**config.mk**
```make
export PLATFORM = sky130hd
export DESIGN_NAME = game_timer_bcd
export DESIGN_NICKNAME = d
export VERILOG_FILES = /design/src/rtl/timer_pkg.sv /design/src/rtl/bcd_digit_stage.sv /design/src/rtl/game_timer_bcd.sv
export SDC_FILE = /design/constraint.sdc
export NUM_CORES = 1
export LEC_CHECK = 0
export BUFFER_PORTS_ARGS = -buffer_cell sky130_fd_sc_hd__buf_2
export CORE_MARGIN = 10
export CORE_UTILIZATION = 49
export CTS_CLUSTER_DIAMETER = 50
export DETAILED_ROUTE_END_ITERATION = 16
export PLACE_DENSITY = 0.67
export SKIP_LAST_GASP = 1
export SLEW_MARGIN = 40
export SYNTH_ARGS = -nofsm -noshare
export SYNTH_HDL_FRONTEND = slang
export SYNTH_HIERARCHICAL = 1
export SYNTH_SLANG_ARGS = --single-unit
```
**constraint.sdc**
```tcl
create_clock -name ClockIn -period 4.5 [get_ports ClockIn]
set_clock_uncertainty 0.15 [all_clocks]
set_input_delay 0.9 -clock ClockIn [delete_from_list [all_inputs] [get_ports ClockIn]]
set_output_delay 0.9 -clock ClockIn [all_outputs]
set_load 0.02 [all_outputs]
```
**src/rtl/timer_pkg.sv**
```systemverilog
// Shared types and constants for the BCD game timer: FSM state encoding,
// BCD digit limits and the prescaler width helper.
package timer_pkg;

  typedef enum logic [1:0] {
    StIdle,
    StRun,
    StPaused,
    StExpired
  } timer_state_e;

  localparam logic [3:0] BCD_NINE = 4'h9;
  localparam logic [3:0] BCD_ZERO = 4'h0;

  // Width of a down-counter that must hold TICK_DIV-1.
  function automatic int unsigned tick_div_width(input int unsigned div);
    return (div < 2) ? 1 : $clog2(div);
  endfunction

endpackage

```
**src/rtl/bcd_digit_stage.sv**
```systemverilog
// One BCD digit of the timer count: register plus +/-1 step with carry/borrow
// ripple. Steps only when the whole chain is enabled and this digit's carry-in is set.
module bcd_digit_stage
  import timer_pkg::*;
#(
  parameter logic [3:0] InitVal = 4'h0
) (
  input  logic       clk_i,
  input  logic       rst_i,
  input  logic       load_i,
  input  logic [3:0] load_val_i,
  input  logic       step_i,
  input  logic       up_i,
  input  logic       cin_i,
  output logic [3:0] digit_o,
  output logic [3:0] digit_next_o,
  output logic       cout_o,
  output logic       is_zero_o,
  output logic       is_nine_o
);

  logic [3:0] digit_q;

  assign digit_o   = digit_q;
  assign is_zero_o = (digit_q == BCD_ZERO);
  assign is_nine_o = (digit_q == BCD_NINE);
  assign cout_o    = cin_i & (up_i ? is_nine_o : is_zero_o);

  always_comb begin
    digit_next_o = digit_q;
    if (cin_i) begin
      if (up_i) begin
        digit_next_o = is_nine_o ? BCD_ZERO : digit_q + 4'd1;
      end else begin
        digit_next_o = is_zero_o ? BCD_NINE : digit_q - 4'd1;
      end
    end
  end

  always_ff @(posedge clk_i) begin
    if (rst_i) begin
      digit_q <= InitVal;
    end else if (load_i) begin
      digit_q <= load_val_i;
    end else if (step_i) begin
      digit_q <= digit_next_o;
    end
  end

endmodule

```
**src/rtl/game_timer_bcd.sv**
```systemverilog
// BCD game timer: loadable up/down counter with prescaler, pause and expiry.
// Define TIMER_WARN_EN to add the blinking low-time Warn output.
module game_timer_bcd
  import timer_pkg::*;
#(
  parameter int unsigned         DIGITS   = 2,
  parameter int unsigned         CLK_FREQ = 50000000,
  parameter int unsigned         TICK_HZ  = 1,
  parameter logic [4*DIGITS-1:0] INIT_BCD = 8'h60,
  parameter logic [4*DIGITS-1:0] WARN_BCD = 8'h10
) (
  input  logic                ClockIn,
  input  logic                Reset,
  input  logic                Load,
  input  logic [4*DIGITS-1:0] LoadValue,
  input  logic                Mode,
  input  logic                Start,
  input  logic                Pause,
  output logic [4*DIGITS-1:0] BcdOut,
  output logic                Running,
  output logic                Expired,
  output logic                ExpiredPulse,
`ifdef TIMER_WARN_EN
  output logic                Warn,
`endif
  output logic                Tick
);

  localparam int unsigned W       = 4 * DIGITS;
  localparam int unsigned TickDiv = CLK_FREQ / TICK_HZ;
  localparam int unsigned PW      = tick_div_width(TickDiv);
  localparam logic [PW-1:0] PresMax = PW'(TickDiv - 1);

  timer_state_e  state_q;
  logic [PW-1:0] presc_q;
  logic [W-1:0]  limit_q;
  logic          mode_q;
  logic          running_q, expired_q, xpulse_q, tick_q;

  logic              cnt_load, cnt_step;
  logic [W-1:0]      cnt_load_val, load_clamped, cnt_q, cnt_next;
  logic [DIGITS-1:0] zero_vec, nine_vec;
  logic [DIGITS:0]   carry;
  logic              term_now, term_next;

  assign carry[0] = 1'b1;

  for (genvar g = 0; g < DIGITS; g++) begin : g_digit
    assign load_clamped[4*g +: 4] =
        (LoadValue[4*g +: 4] > BCD_NINE) ? BCD_NINE : LoadValue[4*g +: 4];

    bcd_digit_stage #(
      .InitVal(INIT_BCD[4*g +: 4])
    ) u_stage (
      .clk_i       (ClockIn),
      .rst_i       (Reset),
      .load_i      (cnt_load),
      .load_val_i  (cnt_load_val[4*g +: 4]),
      .step_i      (cnt_step),
      .up_i        (mode_q),
      .cin_i       (carry[g]),
      .digit_o     (cnt_q[4*g +: 4]),
      .digit_next_o(cnt_next[4*g +: 4]),
      .cout_o      (carry[g+1]),
      .is_zero_o   (zero_vec[g]),
      .is_nine_o   (nine_vec[g])
    );
  end

  // Up mode also stops on an all-nines count so the counter can never wrap.
  assign term_now  = mode_q ? ((cnt_q == limit_q) || (&nine_vec)) : (&zero_vec);
  assign term_next = mode_q ? ((cnt_next == limit_q) || carry[DIGITS]) : (cnt_next == '0);

  always_comb begin
    cnt_load     = 1'b0;
    cnt_step     = 1'b0;
    cnt_load_val = Mode ? '0 : load_clamped;
    unique case (state_q)
      StIdle, StExpired: cnt_load = Load;
      StRun:             cnt_step = !term_now && !Pause && (presc_q == '0);
      default:           ;
    endcase
  end

  always_ff @(posedge ClockIn) begin
    if (Reset) begin
      state_q   <= StIdle;
      presc_q   <= PresMax;
      limit_q   <= INIT_BCD;
      mode_q    <= 1'b0;
      running_q <= 1'b0;
      expired_q <= 1'b0;
      xpulse_q  <= 1'b0;
      tick_q    <= 1'b0;
    end else begin
      tick_q   <= cnt_step;
      xpulse_q <= 1'b0;
      unique case (state_q)
        StIdle, StExpired: begin
          if (Load) begin
            limit_q   <= load_clamped;
            state_q   <= StIdle;
            expired_q <= 1'b0;
          end else if (state_q == StIdle && Start) begin
            state_q   <= StRun;
            running_q <= 1'b1;
            mode_q    <= Mode;
            presc_q   <= PresMax;
          end
        end
        StRun: begin
          if (term_now || (cnt_step && term_next)) begin
            state_q   <= StExpired;
            running_q <= 1'b0;
            expired_q <= 1'b1;
            xpulse_q  <= 1'b1;
          end else if (Pause) begin
            state_q   <= StPaused;
            running_q <= 1'b0;
          end
          if (cnt_step) begin
            presc_q <= PresMax;
          end else if (!term_now && !Pause) begin
            presc_q <= presc_q - 1'b1;
          end
        end
        StPaused: begin
          if (!Pause) begin
            state_q   <= StRun;
            running_q <= 1'b1;
          end
        end
        default: state_q <= StIdle;
      endcase
    end
  end

  assign BcdOut       = cnt_q;
  assign Running      = running_q;
  assign Expired      = expired_q;
  assign ExpiredPulse = xpulse_q;
  assign Tick         = tick_q;

`ifdef TIMER_WARN_EN
  logic         warn_q, active_next, mode_next;
  logic [W-1:0] cnt_after;

  always_comb begin
    cnt_after   = cnt_step ? cnt_next : cnt_q;
    mode_next   = (state_q == StRun || state_q == StPaused) ? mode_q : Mode;
    active_next = 1'b0;
    unique case (state_q)
      StIdle:   active_next = Start && !Load;
      StRun:    active_next = !term_now && !(cnt_step && term_next);
      StPaused: active_next = 1'b1;
      default:  active_next = 1'b0;
    endcase
  end

  // Below 6 the flag blinks: it toggles on every step instead of staying high.
  always_ff @(posedge ClockIn) begin
    if (Reset) begin
      warn_q <= 1'b0;
    end else if (active_next && !mode_next && (cnt_after <= WARN_BCD)) begin
      if (cnt_after <= W'(5)) begin
        warn_q <= cnt_step ? ~warn_q : warn_q;
      end else begin
        warn_q <= 1'b1;
      end
    end else begin
      warn_q <= 1'b0;
    end
  end

  assign Warn = warn_q;
`endif

endmodule
```
# After elaboration in Yosys (flattened, before gate mapping)

Index checks and enable logic that the tools add are counted.

Flip-flop bits (word level): 49
Latch bits: 0
RAM bits: 0
Memory bits (read-only): 0
Input bits: 14
Logic and storage cells: 102
Memories: 0

$add $sub $neg: 5
Multipliers: 0
Divide/modulo/power cells: 0
Order comparisons: 2
Eq/ne operators: 15
Shift-type cells: 0
Multiplexer cells: 41
Bitwise gates (word level): 3
Reductions and logical operators: 26

Operators by type and width:

| operator                                                              | count |
|---|---|
| 26-bit 2-to-1 mux                                                     | 4 |
| 4-bit 2-to-1 mux                                                      | 13 |
| 26-bit case mux with 2 select lines                                   | 1 |
| 26-bit logical NOT                                                    | 1 |
| 26-bit by 1-bit subtractor with 26-bit output (second input constant) | 1 |
| 8-bit == test                                                         | 2 |
| 1-bit 2-to-1 mux                                                      | 14 |
| 2-bit 2-to-1 mux                                                      | 5 |
| 2-bit inequality test (second input constant)                         | 5 |
| 3-bit inequality test (second input constant)                         | 3 |
| 3-bit AND reduction                                                   | 3 |
| 4-bit by 1-bit adder with 4-bit output (second input constant)        | 2 |
| 4-bit == test (second input constant)                                 | 2 |
| 4-bit > comparator (second input constant)                            | 2 |
| 4-bit logical NOT                                                     | 2 |
| 8-bit logical NOT                                                     | 1 |
| 8-bit 2-to-1 mux                                                      | 1 |
| 4-bit AND reduction                                                   | 2 |
| 4-bit by 1-bit subtractor with 4-bit output (second input constant)   | 2 |
| 2-bit case mux with 3 select lines                                    | 1 |
| 2-bit AND reduction                                                   | 3 |
| 2-bit == test (second input constant)                                 | 2 |
| 1-bit logical AND                                                     | 4 |
| 2-bit nonzero test                                                    | 2 |
| 9 further kinds                                                       | 14 |

# Logic depth before layout (Yosys ltp)

Word-level depth: 12
Mapped depth: 15

# Modules after synthesis

Netlist, hierarchy kept.

Modules (own cells, without submodules):

| module                               | times used | cells each | area an instance (um^2) | seq. area each (um^2) |
|---|---|---|---|---|
| game_timer_bcd                       | 1          | 289        | 2414.8                  | 820.8 |
| bcd_digit_stage (g_digit[1].u_stage) | 1          | 57         | 419.2                   | 80.1 |
| bcd_digit_stage (g_digit[0].u_stage) | 1          | 59         | 409.1                   | 80.1 |

# Worst setup path before layout

No wires, ideal clock.

Path type: flip-flop to flip-flop
From: register g_digit[0].u_stage.digit_q[0]
To: register state_q[1]
Setup time: 72 ps
Arrival: 3295 ps
Data required time: 4278 ps
Setup slack: 984 ps
Cell stages (with the launch flop): 16
Buffers on the path: 1
Cell sequence: dfxtp_1 buf_2 nand2_1 nor3_1 nand2_1 a21oi_1 inv_1 a221o_1 a21oi_1 nand2_1 xor2_1 nor4_1 a21oi_1 a211o_1 a31oi_1 mux2i_1

Elaborated cells on any way between the ends: 29
Those cells by class: add/sub (2); eq/ne (4); mux (10); bitwise (1); reduce/logical (12)

RTL lines:

| element                                                                                    | line                  | source |
|---|---|---|
| start, declared                                                                            | bcd_digit_stage.sv:22 | `logic [3:0] digit_q;` |
| start signal, assigned                                                                     | bcd_digit_stage.sv:42 | `digit_q <= InitVal;` |
| start signal, assigned                                                                     | bcd_digit_stage.sv:44 | `digit_q <= load_val_i;` |
| start signal, assigned                                                                     | bcd_digit_stage.sv:46 | `digit_q <= digit_next_o;` |
| 4-bit == test (*)                                                                          | bcd_digit_stage.sv:26 | `assign is_nine_o = (digit_q == BCD_NINE);` |
| net nine_vec[0]                                                                            | game_timer_bcd.sv:42  | `logic [DIGITS-1:0] zero_vec, nine_vec;` |
| 1-bit 2-to-1 mux (*)                                                                       | bcd_digit_stage.sv:27 | `assign cout_o = cin_i & (up_i ? is_nine_o : is_zero_o);` |
| net carry[1]                                                                               | game_timer_bcd.sv:43  | `logic [DIGITS:0] carry;` |
| 4-bit 2-to-1 mux (*)                                                                       | bcd_digit_stage.sv:31 | `if (cin_i) begin` |
| net cnt_next[7]                                                                            | game_timer_bcd.sv:41  | `logic [W-1:0] cnt_load_val, load_clamped, cnt_q, cnt_next;` |
| 8-bit == test                                                                              | game_timer_bcd.sv:72  | `assign term_next = mode_q ? ((cnt_next == limit_q) \|\| carry[DIGITS]) : (cnt_next == '0);` |
| 1-bit logical OR                                                                           | game_timer_bcd.sv:72  |  |
| 1-bit 2-to-1 mux (*)                                                                       | game_timer_bcd.sv:72  |  |
| 1-bit logical AND (*)                                                                      | game_timer_bcd.sv:112 | `if (term_now \|\| (cnt_step && term_next)) begin` |
| 1-bit logical OR (*)                                                                       | game_timer_bcd.sv:112 |  |
| 3-bit inequality test (no source line) or 2-bit 2-to-1 mux (tied branches)                 | --                    |  |
| 3-bit AND reduction (no source line) or 2-bit case mux with 3 select lines (tied branches) | --                    |  |
| end signal, assigned                                                                       | game_timer_bcd.sv:113 | `state_q <= StExpired;` |
| end signal, assigned                                                                       | game_timer_bcd.sv:118 | `state_q <= StPaused;` |
| end signal, assigned                                                                       | game_timer_bcd.sv:129 | `state_q <= StRun;` |
| end, declared                                                                              | game_timer_bcd.sv:34  | `timer_state_e state_q;` |

The timed path passes the listed nets; every way through them passes the cells marked *.
A chain may end at the register's enable or synchronous reset.

# Worst setup path in the final report

Ends and elaborated chain as after synthesis.

==> reports/summary.txt <==
vias in the first global route = 2,791
GR Util met1 = 16.87%
post-DR wirelength/cell = 15.48 microns
hold crit path type = register to register
Seq/Total Area, Yosys = 30.25%
met3 Usage GRT = 2.383%
setup_tns = 0 ns
first-pass GRT wire length = 12,960 microns
die span in x = 101.4 microns
IO Port Bufs = 25
RSZ-0062 raised after global routing = no
final worst path period share = 85.16%
Setup crit start kind = register
Final Slew Violations = 0
count leader, synth = dfxtp_1
min cycle time layout = 3.832 ns
Multi-input gate area = 0.002083 sq mm
post-synth top area cell = dfxtp_1
residual DRC count = 0
GR Util All Layers = 14.95%
Clock Latency Late Sink = 0.30 ns
Pwr Density = 420.7 mW/mm^2
Initial DRC Count = 140
hpwl dp = 5645 microns
FILL cells = 641
Arr. time, crit path = 3.92 ns
clk sink count = 49
synthesized area per cell = 8.008 sq um
Seq cells post-synth = 49
Hold Vio Cnt, Final = 0
GP Congestion = 0.8601
initial antenna violation count = 0
Setup Fix Bufs, Post-CTS = 0
Reg area = 980.9 sq um
post_cts resized = 0
M2 GR Usage = 27.44%
Inserted Clock Buffers = 5
num rows = 29
I/O Pins = 26
worst hold slack = 0.3128 ns
Max VDD drop = 0.0002001 V
Via density = 5.970
top cells by count, synth = dfxtp_1 (49), nand2_1 (39), nor2_1 (38), xor2_1 (27)
Slew @ Worst Pin = 0.8057 ns
core area = 0.006386 sq mm
CTS tree = done
library cells used by synthesis = 59
Die ar. = 0.01027 sq mm
top post-synthesis cells by area = dfxtp_1 (30%), xor2_1 (7.3%), nand2_1 (4.5%), nor2_1 (4.4%), xnor2_1 (3.0%)
final number of setup-violating endpoints = 0
FFs w/ async S/R, synth = 0%
CTS hold repair buffers = 0
Top FF cell, synth = dfxtp_1
Max Cap Viol = 0
mapped cell area = 0.003243 sq mm
Vias = 2,991
area grow syn2layout = 7.793%
fraction of layout cells with a size suffix above 1 = 12.74%
drt pass-1 iters = 4
initial cell density of the core = 50.78%
Post-Synthesis Cells = 405
Post-synth EDFFs = 0
maximum operating frequency = 260.9 MHz
relative slew slack = 45.79%
P_leak = 1.306 nW
Crit. End Element = register
GRT busiest layer = met2
pre-CTS setup slack = 0.7239 ns
critical path type = register to register
status = finished, final reports clean
Worst Setup Slack, final = 0.6677 ns
post-synth top area share = 30.25%
largest net degree at the start of global routing = 30
synth warn = 6
total congestion overflow = 0
Root Driver = clkbuf_8
Crit path required time = 4.59 ns
CTS max path bufs = 2
CTS H-tree depth = 2
die height = 101.4 microns
Worst Path Max Fanout = 14
final WL = 7757 microns
CTS clk-pin slew, worst paths = 0.09 ns
# nets final = 444
n_diodes = 0
Detail Route Antenna Nets = 0
## where the power goes
| group | switching (mW) | leakage (nW) | internal (mW) | total (mW) |
|---|---|---|---|---|
| logic | 0.392 | 0.863 | 0.241 | 0.632 |
| registers | 0.0872 | 0.399 | 0.486 | 0.573 |
| clock network | 0.143 | 0.0443 | 0.122 | 0.265 |
## worst max-delay path, cell delays in order, from the launching register on
cell and delay, ns:
dfxtp_1 0.67, nand2_1 0.14, nor3_1 0.22, nand2_1 0.08
a21oi_1 0.37, inv_1 0.18, a221o_1 0.29, a21oi_1 0.22
nand2_1 0.12, xor2_1 0.15, nor4_1 0.22, a21oi_1 0.10
a211o_1 0.37, a31oi_1 0.27, mux2i_1 0.20
## logic make-up after synthesis
group                    synth area share, %
multiplexers                           1.235
flip-flops                             30.25
other                                 0.1156
AND/OR/NAND/NOR                        27.59
buffers and inverters                  5.864
XOR/XNOR                               10.26
AO/OA/AOI/OAI                          22.38
adder cells (fa/ha/maj)                2.315
## per-stage QoR
step	utilization (%)	cell area [sq um]	power (mW)	std cells
floorplan	-	3254	1.068	408
global placement	53.39	3410	1.202	494
detailed placement	53.39	3410	1.211	494
CTS	54.74	3496	1.482	501
global route	54.74	3496	1.576	501
finish	54.74	3496	1.471	501
## state kept, by name, summed over array words and instances, names as in the netlist
| name | count |
|---|---|
| limit_q | 8 |
| Expired | 1 |
| Tick | 1 |
| presc_q | 26 |
| mode_q | 1 |
| Running | 1 |
| g_digit.u_stage/digit_o | 8 |
| state_q | 2 |
| ExpiredPulse | 1 |
## area by class of cell
class | count | share of cell area [%]
well taps | 77 | 2.756
inverters | 19 | 2.040
multi-input cells | 317 | 59.59
clock buffers | 7 | 2.470
flip-flops and latches | 49 | 28.06
repair buffers | 32 | 5.082
## placed cells by master (no fill, tap or decap), drive strengths merged, types with 12 or more instances in the layout
master,n
a21oi,19
inv,19
or4,16
nand3,12
xor2,27
nand2,39
dfxtp,49
o21ai,15
nor4,14
buf,32
nor2,38
## metal layers
| layer | part of all wire, % | up-vias |
|---|---|---|
| met2 | 52 | 39 |
| met3 | 2.7 | 9 |
| li1 | - | 1509 |
| met1 | 44 | 1434 |
| met5 | 0 | - |
| met4 | 1.4 | 0 |
## path summary, 6_finish.rpt
check	startpoint	endpoint	slack (ns)	depth (start not counted)
setup / recovery	g_digit[0].u_stage/digit_o[0]	state_q[1]	0.67	14
hold / removal	Expired	Expired	0.31	2
setup reg to reg	g_digit[0].u_stage/digit_o[0]	state_q[1]	0.67	14
hold reg to reg	Expired	Expired	0.31	2
No activity file was read; power rests on OpenSTA's default activity.
